==> src/rtl/keycode_action_repeater.sv <==
// Maps HID keycode bytes to per-action frame-synchronous press/auto-repeat pulses.
// Pulse 2 cycles after frame_sync rise, 1 cycle wide; held 1 cycle after keycode; no backpressure.
module keycode_action_repeater #(
   parameter int                         NUM_SLOTS    = 4,
   parameter int                         NUM_ACTIONS  = 6,
   parameter logic [8*NUM_ACTIONS-1:0]   ACTION_CODES = 48'h14_2C_1A_16_07_04,
   parameter logic [NUM_ACTIONS-1:0]     REPEAT_MASK  = 6'b000111,
   parameter int                         DAS_FRAMES   = 10,
   parameter int                         ARR_FRAMES   = 2
) (
   input  logic                     Clk,
   input  logic                     Reset_n,
   input  logic                     frame_sync,
   input  logic                     enable,
   input  logic [8*NUM_SLOTS-1:0]   keycode,
   output logic [NUM_ACTIONS-1:0]   action_pulse,
   output logic [NUM_ACTIONS-1:0]   action_held
);

   typedef enum logic [1:0] {IDLE, DELAY, REPEAT, LATCH} state_t;

   localparam logic [7:0] DAS_LAST = 8'(DAS_FRAMES - 1);
   localparam logic [7:0] ARR_LAST = 8'(ARR_FRAMES - 1);

   logic [NUM_ACTIONS-1:0] match;
   logic                   f1;
   logic                   f2;
   logic                   tick;
   state_t                 state_q [NUM_ACTIONS];
   state_t                 state_d [NUM_ACTIONS];
   logic [7:0]             cnt_q   [NUM_ACTIONS];
   logic [7:0]             cnt_d   [NUM_ACTIONS];
   logic [NUM_ACTIONS-1:0] pulse_d;
   logic [NUM_ACTIONS-1:0] pulse_q;

   // A zero byte is an empty slot and must never match, even against a zero code.
   always_comb begin
      match = '0;
      for (int i = 0; i < NUM_ACTIONS; i++) begin
         for (int s = 0; s < NUM_SLOTS; s++) begin
            if (keycode[8*s +: 8] != 8'h00 && keycode[8*s +: 8] == ACTION_CODES[8*i +: 8])
               match[i] = 1'b1;
         end
      end
   end

   assign tick = f1 & ~f2;

   always_comb begin
      pulse_d = '0;
      for (int i = 0; i < NUM_ACTIONS; i++) begin
         state_d[i] = state_q[i];
         cnt_d[i]   = cnt_q[i];
         if (!enable) begin
            state_d[i] = IDLE;
            cnt_d[i]   = 8'd0;
         end else if (tick) begin
            case (state_q[i])
               IDLE: begin
                  if (match[i]) begin
                     pulse_d[i] = 1'b1;
                     cnt_d[i]   = 8'd0;
                     state_d[i] = REPEAT_MASK[i] ? DELAY : LATCH;
                  end
               end
               DELAY: begin
                  if (!match[i]) begin
                     state_d[i] = IDLE;
                     cnt_d[i]   = 8'd0;
                  end else if (cnt_q[i] == DAS_LAST) begin
                     pulse_d[i] = 1'b1;
                     cnt_d[i]   = 8'd0;
                     state_d[i] = REPEAT;
                  end else begin
                     cnt_d[i] = cnt_q[i] + 8'd1;
                  end
               end
               REPEAT: begin
                  if (!match[i]) begin
                     state_d[i] = IDLE;
                     cnt_d[i]   = 8'd0;
                  end else if (cnt_q[i] == ARR_LAST) begin
                     pulse_d[i] = 1'b1;
                     cnt_d[i]   = 8'd0;
                  end else begin
                     cnt_d[i] = cnt_q[i] + 8'd1;
                  end
               end
               LATCH: begin
                  if (!match[i]) state_d[i] = IDLE;
               end
               default: begin
                  state_d[i] = IDLE;
                  cnt_d[i]   = 8'd0;
               end
            endcase
         end
      end
   end

   // f1/f2 reset high so a frame_sync already high at release is not seen as a rise.
   always_ff @(posedge Clk or negedge Reset_n) begin
      if (!Reset_n) begin
         f1          <= 1'b1;
         f2          <= 1'b1;
         pulse_q     <= '0;
         action_held <= '0;
         for (int i = 0; i < NUM_ACTIONS; i++) begin
            state_q[i] <= IDLE;
            cnt_q[i]   <= 8'd0;
         end
      end else begin
         f1          <= frame_sync;
         f2          <= f1;
         pulse_q     <= pulse_d;
         action_held <= match;
         for (int i = 0; i < NUM_ACTIONS; i++) begin
            state_q[i] <= state_d[i];
            cnt_q[i]   <= cnt_d[i];
         end
      end
   end

   assign action_pulse = pulse_q & {NUM_ACTIONS{enable}};

endmodule
==> config.mk <==
export PLATFORM = sky130hd
export DESIGN_NAME = keycode_action_repeater
export DESIGN_NICKNAME = d
export VERILOG_FILES = /design/src/rtl/keycode_action_repeater.sv
export SDC_FILE = /design/constraint.sdc
export NUM_CORES = 1
export LEC_CHECK = 0
export CAP_MARGIN = 20
export CORE_MARGIN = 5
export CORE_UTILIZATION = 50
export CTS_CLUSTER_SIZE = 28
export DETAILED_ROUTE_END_ITERATION = 8
export HOLD_SLACK_MARGIN = 0.05
export PLACE_DENSITY = 0.71
export RECOVER_POWER = 50
export REMOVE_ABC_BUFFERS = 1
export SLEW_MARGIN = 20
export SYNTH_ARGS = -nofsm -noshare
export SYNTH_HDL_FRONTEND = slang
export SYNTH_SLANG_ARGS = --single-unit
==> constraint.sdc <==
create_clock -name Clk -period 2.5 [get_ports Clk]
set_input_delay 0.375 -clock Clk [delete_from_list [all_inputs] [get_ports Clk]]
set_output_delay 0.375 -clock Clk [all_outputs]
set_load 0.01 [all_outputs]
### Word-level counts from Yosys, hierarchy flattened

Index checks and enable logic that the tools add are counted.

| storage, ports and cells | value |
|---|---|
| flip-flop bits (word level) | 74 |
| bits of input ports | 36 |
| output and inout port bits | 12 |
| word-level logic and storage cells | 318 |

| operators by class | value |
|---|---|
| add/subtract/negate cells | 6 |
| equal/unequal tests | 79 |
| muxes and demuxes | 162 |
| bitwise logic cells | 3 |
| reductions and logical operators | 52 |

Operators with widths:

| operator | count |
|---|---|
| $mux 8 | 42 |
| $pmux 8 s3 | 6 |
| $eq 8x5->1 const B | 12 |
| $mux 2 | 36 |
| $mux 1 | 66 |
| $eq 8x3->1 const B | 8 |
| $add 8x1->8 const B | 6 |
| $eq 8x1->1 const B | 6 |
| $eq 8x4->1 const B | 6 |
| $ne 3x3->1 const B | 12 |
| $pmux 2 s3 | 6 |
| $eq 8x6->1 const B | 4 |
| $reduce_bool 8->1 | 4 |
| $eq 2x2->1 const B | 12 |
| $logic_and 1x1->1 | 24 |
| $ne 4x1->1 const B | 6 |
| $ne 4x4->1 const B | 6 |
| $reduce_and 4->1 | 6 |
| $pmux 1 s3 | 6 |
| $reduce_and 3->1 | 6 |
| $eq 2x1->1 const B | 6 |
| $logic_not 2->1 | 6 |
| $reduce_or 2->1 | 6 |
| $and 6x6->6 | 1 |
| 3 further kinds | 3 |

### Depth between registers and ports, before layout

Gate-level depths: netlist of run 1.

| depth | value |
|---|---|
| depth after elaboration | 10 |
| mapped depth | 9 |
| depth with buffers taken out | 8 |

### Worst setup path after synthesis of run 1

Ideal clock, no wire load.

| timing path | value |
|---|---|
| path type | register -> register |
| from | register cnt_q[9] (netlist name) |
| to | register state_q[3] (netlist name) |
| required time | 2421 ps |
| data arrival time | 1930 ps |
| path slack | 491 ps |
| stages on the path, launching flop included | 9 |
| clock period less this slack | 2009 ps |
| buffers on the path | 0 |
| setup time | 79 ps |
| cells stage by stage | dfrtp_1 inv_1 ha_1 or4b_1 nor3_2 nand2_1 a2111oi_2 a211o_2 mux2i_1 |

| on the way | value |
|---|---|
| longest elaborated chain between the ends | 3 |

Ends and longest elaborated chain:

| what | RTL line | RTL |
|---|---|---|
| from (decl) | 31 | `logic [7:0] cnt_q [NUM_ACTIONS];` |
| from (signal, indexed assignment) | 119 | `cnt_q[i] <= cnt_d[i];` |
| $eq 8x4->1 | 70 | `end else if (cnt_q[i] == DAS_LAST) begin` |
| $ne 4x4->1 (no line) | -- |  |
| $reduce_and 4->1 (no line) | -- |  |
| to (signal, indexed assignment) | 118 | `state_q[i] <= state_d[i];` |
| to (decl) | 29 | `state_t state_q [NUM_ACTIONS];` |

No other way between the ends.
A chain may end at the register's enable or synchronous reset.

### Worst setup path in the final report of run 1

| timing path | value |
|---|---|
| from | input keycode[13] |
| to | register cnt_q[7] (netlist name) |

| on the way | value |
|---|---|
| longest elaborated chain between the ends | 9 |
| elaborated cells on any way between the ends | 13 |
| classes of those cells | eq/ne (2); mux (8); reduce/logical (3) |

Ends and longest elaborated chain:

| what | RTL line | RTL |
|---|---|---|
| from (decl) | 15 | `input logic [8*NUM_SLOTS-1:0] keycode,` |
| $eq 8x5->1 or $reduce_bool 8->1 (tied branches) | 41 | `if (keycode[8*s +: 8] != 8'h00 && keycode[8*s +: 8] == ACTION_CODES[8*i +: 8])` |
| $logic_and 1x1->1 (*) | 41 |  |
| $mux 1 (*) (3 in series) | 41 |  |
| net match[5] | 25 | `logic [NUM_ACTIONS-1:0] match;` |
| $mux 8, on equally long branches | 79, 67 |  |
| $pmux 8 s3 | 58 | `case (state_q[i])` |
| $mux 8 | 57 | `end else if (tick) begin` |
| $mux 8 | 54 | `if (!enable) begin` |

The timed path passes the listed nets; every way through them passes the cells marked *. The select of a mux whose other input is x is not followed.

==> results of run 1 <==
-- final cells by class --
| cell class | count | area (um^2) | area share [%] |
|---|---|---|---|
| inverter | 38 | 142.6 | 2.301 |
| clock inverter | 5 | 102.6 | 1.655 |
| clock buffer | 11 | 141.4 | 2.281 |
| multi-input combinational | 427 | 3079 | 49.67 |
| tap | 136 | 170.2 | 2.745 |
| sequential | 74 | 1854 | 29.91 |
| antenna | 1 | 2.502 | 0.04036 |
| timing repair buffer | 78 | 706.9 | 11.40 |
-- layer usage --
metal	vias to the layer above	global-route usage (%)
met3	14	3.166
li1	2215	-
met1	2161	25.03
met4	0	5.758
met5	-	0
met2	89	33.78
-- stage by stage --
step	instance area [um^2]	cells	setup WS, ns
floorplan	5076	539	0.3887
global placement	5964	752	-0.02954
detailed placement	5964	752	-0.1225
CTS	6218	769	0.2639
global route	6200	770	0.006449
finish	6200	770	0.2171
-- critical path: cells and delay by family --
kind                   cells  cell delay, ns
buffers and inverters      1            0.46
and+or+nand+nor            4            1.27
AOI/OAI and AO/OA          2            0.46
-- logic make-up (layout without fill, tap and decap cells) --
kind of cell | count (synthesis) | count (layout) | share of synthesized area [%]
simple gates | 228 | 228 | 26.55
compound gates | 137 | 137 | 19.31
flops | 74 | 74 | 36.13
buf+inv | 51 | 132 | 3.876
fa+ha+maj | 43 | 43 | 10.48
mux | 13 | 13 | 2.633
xor+xnor | 6 | 6 | 1.024
other cells | 0 | 1 | 0
-- power groups by stage --
stage                     clock network (mW)  registers [mW]  logic (mW)
after CTS                               1.18            1.26       0.632
final                                   1.15            1.26       0.632
after detailed placement                   0            1.29       0.626
after global routing                    1.23            1.27       0.702
after floorplan                            0            1.28       0.400
after global placement                     0            1.28       0.607
-- final timing paths --
kind | endpoint | slack (ns) | cells past startpoint
max | cnt_q[7]$_DFFE_PN0P_ | 0.22 | 7
min | f2$_DFF_PN1_ | 0.39 | 0
max reg2reg | state_q[3]$_DFFE_PN0P_ | 0.28 | 8
min reg2reg | f2$_DFF_PN1_ | 0.39 | 0
max in group asynchronous | cnt_q[35]$_DFFE_PN0P_ | 0.62 | 3
min in group asynchronous | cnt_q[47]$_DFFE_PN0P_ | 0.72 | 2
-- cell usage in the layout (no fill, tap or decap), types with 6 or more instances in the layout --
master,synthesis,final
sky130_fd_sc_hd__nand4_1,7,7
sky130_fd_sc_hd__clkbuf_8,0,10
sky130_fd_sc_hd__xor2_1,6,6
sky130_fd_sc_hd__nor3_1,17,17
sky130_fd_sc_hd__nand3_1,26,26
sky130_fd_sc_hd__a21oi_1,19,19
sky130_fd_sc_hd__clkdlybuf4s50_1,0,42
sky130_fd_sc_hd__and3_1,22,22
sky130_fd_sc_hd__nor2b_1,21,21
sky130_fd_sc_hd__nand4b_1,6,6
sky130_fd_sc_hd__mux2i_1,9,9
sky130_fd_sc_hd__a22o_1,13,13
sky130_fd_sc_hd__o21ai_0,36,36
sky130_fd_sc_hd__nor2_1,29,29
sky130_fd_sc_hd__nand2b_1,12,12
sky130_fd_sc_hd__a31oi_1,11,11
sky130_fd_sc_hd__nand2_1,31,31
sky130_fd_sc_hd__ha_1,43,43
sky130_fd_sc_hd__nor4_1,14,14
sky130_fd_sc_hd__inv_1,37,37
sky130_fd_sc_hd__dfrtp_1,72,72
sky130_fd_sc_hd__o22ai_1,6,6
sky130_fd_sc_hd__and2_1,8,8
sky130_fd_sc_hd__buf_4,0,27
sky130_fd_sc_hd__nor4b_1,6,6
sky130_fd_sc_hd__o31ai_1,7,7
sky130_fd_sc_hd__a41oi_1,7,7
-- what timing repair did --
item	4_1_cts	5_1_grt
hold endpoints to repair	40	0
hold buffers	1	0
resized for setup	0	0
-- flip-flops by register name, indices dropped and copies added, names as in the netlist --
signal,cells
cnt_q,48
state_q,12
action_held,6
pulse_q,6
f1,1
f2,1
==> flow_summary.yaml, run 1 <==
sta:
  finalCritPeriodShare_pct: 91.32
  worst_slew_margin_rel_pct: 30.70
  maxSlewViolCount: 0
  finalHoldViolCount: 0
  min_period_ns: 2.283
  setup_viol: 0
  hold_slack_ns: 0.3886
  achievable-frequency_ghz: 0.4380
  rsz_0062_raised_after_global_routing: "false"
  worst_slew_pin_slew_ns: 1.039
  fin_tns_setup_ns: 0
  clock_skew_ns: 0.01012
final_layout:
  fillers: 855
  post-route-util_pct: 60.87
  area.growth.synth_to_final_pct: 20.79
  num-nets-final: 707
  drive_above_1_share_pct: 11.37
route:
  wirelength_met1_um: 5373
  detailroute.wirelength.met2_um: 5945
  drt_drc_violations_left: 0
  antenna_violating_nets_post_route: 0
  routed_wire_length_per_instance_um: 15.40
  met3WireLength_um: 373
  routed-via-count: 4479
  maxUsedRoutingLayer: "met4"
  initialDrtViolationCount: 375
  detail_route.first_pass.iterations: 5
  vias_per_cell: 5.817
  routed_wirelength_um: 11860
critical_path:
  arrival_ns: 2.57
  worst_r2r_startpoint: "cnt_q[9]$_DFFE_PN0P_"
  cp.required_ns: 2.79
  crit_slowest_cell: "sky130_fd_sc_hd__nor4b_1"
  timing.critical_path.fanout_max: 9
  worst-setup-path-type: "in2reg"
  worst_setup_path_start_kind: "input port"
  worst_setup_path_start: "keycode[13]"
  crit_chain: "clkdlybuf4s50_1 > nor4b_1 > nand3_1 > nand4_2 > a2bb2oi_4 > and2b_1 > a22o_1"
  crit_path_end_kind: "flop"
  critical_path.max_stage_delay_ns: 0.56
clocking:
  cts_buffers: 9
  tritoncts_num_sinks: 74
  cts_tree: "yes"
  clk-insertion-delay-late_ns: 0.36
  max-clock-path-buffers: 2
  clockRootBuffer: "sky130_fd_sc_hd__clkbuf_8"
  clkTransAtPathRegs_ns: 0.08
  post_cts_buffers: 0
  htreeDepth: 3
hold_path:
  holdCritStartpoint: "f1$_DFF_PN1_"
  hp-class: "reg2reg"
floorplanning:
  die-width_um: 111.3
  core_area_um2: 10180
  fp.dieH_um: 111.3
  start_util_pct: 50.39
  dieArea_um2: 12390
  fp-row-count: 37
  top_level_ports: 48
global_route:
  first_global_vias: 4397
  grt_overflow_total: 0
  first_pass_grt_wire_length_um: 20370
  globalRouteTotalUtil_pct: 19.47
  initial_antenna_violation_count: 1
  maximum_number_of_pins_on_one_net_before_global_route_repair: 43
pwr:
  pwr-share-seq_pct: 41.4
  vdd_drop_max_v: 0.0003198
  total_leakage_power_nw: 2.746
  internal-power_mw: 2.193
  pwr-share-clk_pct: 37.8
  power_switching_uw: 853.4
  p_comb_share_pct: 20.7
  cellPowerDensity_nw_per_um2: 491.4
  switching_share_pct: 28.01
  totalPowerFinal_mw: 3.046
synthesis:
  synth.lib_cells_used.distinct: 74
  synth_seq_cells: 74
  synth-async-reset-ratio_pct: 100.0
  synth_most_common_cell: "sky130_fd_sc_hd__dfrtp_1"
  ys_dominant_reg_cell: "sky130_fd_sc_hd__dfrtp_1"
  synth_top_cell_area_share_pct: 35.10
  synth-seq-area-share_pct: 36.13
  yosysWarnings: 0
  syn-mean-instance-area_um2: 9.298
  synth_edf_count: 0
  synth_top_cells_by_area: "sky130_fd_sc_hd__dfrtp_1, sky130_fd_sc_hd__ha_1, sky130_fd_sc_hd__o21ai_0"
  synth_cells: 552
  netlist_area_um2: 5132
  yosysTopAreaCell: "sky130_fd_sc_hd__dfrtp_1"
  ys_top_cells_by_count: "sky130_fd_sc_hd__dfrtp_1, sky130_fd_sc_hd__ha_1, sky130_fd_sc_hd__inv_1, sky130_fd_sc_hd__o21ai_0, sky130_fd_sc_hd__nand2_1"
placed_design:
  gp_congestion: 0.9499
  place.detailed.hpwl_um: 8827
  port-buffer-count: 47
flow_run:
  max_cap_violations: 0
status:
  run_status: "complete, no violations"
Power figures use the tool's default switching activity.
==> inputs of run 2 (changes only) <==
PLACE_DENSITY = 0.74   (was 0.71)
clock period = 2.1 ns   (was 2.5 ns; I/O delays follow)
==> flow_summary.yaml, run 2 (synthesis results as in run 1) <==
final_layout:
  max_reg_flops: 48
  layout_common_cells: "sky130_fd_sc_hd__buf_4, sky130_fd_sc_hd__dfrtp_1, sky130_fd_sc_hd__clkdlybuf4s50_1, sky130_fd_sc_hd__ha_1, sky130_fd_sc_hd__o21ai_0"
  drive_above_1_share_pct: 25.47
  area.growth.synth_to_final_pct: 34.40
  n_antenna_cell: 0
  final_non_filler_cell_total: 823
  mostFrequentLayoutCell: "sky130_fd_sc_hd__buf_4"
  registers.top_by_ff_count: "cnt_q"
  num-nets-final: 761
  fillers: 777
  largest_registers: "cnt_q: 48 flops, state_q: 12 flops"
route:
  routed_wire_length_per_instance_um: 16.29
  drt_drc_violations_left: 0
  routed_wirelength_um: 13410
  vias_per_cell: 5.868
  antenna_violating_nets_post_route: 0
  routed-via-count: 4829
  detail_route.first_pass.iterations: 8
  initialDrtViolationCount: 287
critical_path:
  reg2regPathDepth: 8
  reg2reg_to: "state_q[4]$_DFFE_PN0P_"
  worst-setup-path-type: "reg2reg"
  critical_path.max_stage_delay_ns: 0.48
  worst_setup_path_start_kind: "flop"
  worst_r2r_startpoint: "cnt_q[17]$_DFFE_PN0P_"
  crit_path_end_kind: "flop"
  arrival_ns: 2.39
  crit_chain: "inv_1 > ha_2 > or4b_4 > nor3_4 > a21boi_2 > nor4b_4 > buf_4 > o41ai_2"
  crit_slowest_cell: "sky130_fd_sc_hd__or4b_4"
  reg2reg_slack_ns: -0.06
  timing.critical_path.fanout_max: 4
  cp.required_ns: 2.33
floorplanning:
  fp-row-count: 37
  fp.dieH_um: 111.3
  start_util_pct: 50.39
  top_level_ports: 48
  core_area_um2: 10180
  dieArea_um2: 12390
  die-width_um: 111.3
placed_design:
  worst_setup_slack_before_clock_tree_synthesis_ns: -0.3878
  port-buffer-count: 47
  place.detailed.hpwl_um: 9514
  gp_congestion: 0.8959
  placedCellCount: 796
global_route:
  maximum_number_of_pins_on_one_net_before_global_route_repair: 30
  globalRouteTotalUtil_pct: 20.81
  first_global_vias: 4822
  grt_overflow_total: 0
  first_pass_grt_wire_length_um: 21850
  initial_antenna_violation_count: 0
pwr:
  vdd_drop_max_v: 0.0003359
  cellPowerDensity_nw_per_um2: 510.3
  total_leakage_power_nw: 3.029
clocking:
  cts_buffers: 9
  clkTransAtPathRegs_ns: 0.07
  htreeDepth: 3
  tritoncts_num_sinks: 74
  cts_tree: "yes"
  clockRootBuffer: "sky130_fd_sc_hd__clkbuf_8"
  max-clock-path-buffers: 2
  clk-insertion-delay-late_ns: 0.36
sta:
  rsz_0062_raised_after_global_routing: "true"
  min_period_ns: 2.161
  finalCritPeriodShare_pct: 102.9
  setup_viol: 10
  achievable-frequency_ghz: 0.4627
  clock_skew_ns: 0.01159
  maxSlewViolCount: 0
  postLayoutSetupSlackWorst_ns: -0.06135
  finalHoldViolCount: 0
  fin_tns_setup_ns: -0.4165
  worst_slew_margin_rel_pct: 51.07
  worst_slew_pin_slew_ns: 0.7339
  hold_slack_ns: 0.3775
hold_path:
  min_to: "f2$_DFF_PN1_"
  worst_hold_path_cell_count: 0
  hp-class: "reg2reg"
  holdCritStartpoint: "f1$_DFF_PN1_"
status:
  violations: "negative setup slack"
  run_status: "finished with violations"
flow_run:
  max_cap_violations: 0
## run 2: cell count changes in the layout (fill, tap and decap cells not counted), sizes merged
cell / change
bufinv: -3
dlygate4sd3: -3
clkinv: -1
clkbuf: +5
buf: +54
diode: -1
clkinvlp: -1
clkdlybuf4s50: +3
## run 2: per-stage QoR
stage / util [%] / total power, mW / area, um^2
after floorplan: - / 2.000 / 5076
after global placement: 62.05 / 2.302 / 6320
after detailed placement: 62.05 / 2.341 / 6320
after CTS: 64.41 / 3.377 / 6560
after global routing: 67.73 / 3.705 / 6898
final: 67.73 / 3.520 / 6898
## run 2: final cells by class
class	instances	area (um^2)	share of cell area, %
flip-flops and latches	74	1856	26.90
well taps	136	170.2	2.467
repair buffers	132	1142	16.56
inverters	38	142.6	2.068
clock buffers	16	170.2	2.467
multi-input cells	427	3417	49.54
## run 2: report_power, final
| part | internal (mW) | leakage, nW | switching [mW] | total [mW] |
|---|---|---|---|---|
| registers | 1.47 | 1.02 | 0.0496 | 1.52 |
| clock network | 0.498 | 0.0850 | 0.511 | 1.01 |
| logic | 0.459 | 1.92 | 0.535 | 0.994 |
| total | 2.42 | 3.03 | 1.10 | 3.52 |
## run 2: routing by layer
layer | wire length (um) | GRT usage [%] | up-vias | part of all wire (%)
met2 | 7100 | 36.83 | 84 | 53
li1 | - | - | 2321 | -
met5 | 0 | 0 | - | 0
met4 | 369 | 8.921 | 0 | 2.8
met1 | 5575 | 24.90 | 2395 | 42
met3 | 360 | 3.493 | 29 | 2.7
## run 2: repair_timing
action                     CTS  global route
hold buffers                 1             0
pin swaps                    3            20
setup endpoints to repair   10            55
gates resized for setup      8            67
buffers inserted             2             9
hold endpoints to repair    27             0
## run 2: worst max-delay path: cells and delay by family (launching register included)
kind            cells  cell delay [ns]
simple gates        3             1.08
flops               1             0.38
buf+inv             2             0.24
fa+ha+maj           1             0.17
compound gates      2             0.16
## run 2: worst max-delay path by stage
stage / endpoint / cells after the start / from
3_3_place_gp: cnt_q[35]$_DFFE_PN0P_ / 9 / keycode[15]
5_1_grt: state_q[4]$_DFFE_PN0P_ / 8 / cnt_q[17]$_DFFE_PN0P_
6_report: state_q[4]$_DFFE_PN0P_ / 8 / cnt_q[17]$_DFFE_PN0P_
4_1_cts: state_q[3]$_DFFE_PN0P_ / 8 / cnt_q[9]$_DFFE_PN0P_
3_5_place_dp: cnt_q[36]$_DFFE_PN0P_ / 9 / keycode[30]
2_1_floorplan: cnt_q[9]$_DFFE_PN0P_ / 5 / f1$_DFF_PN1_
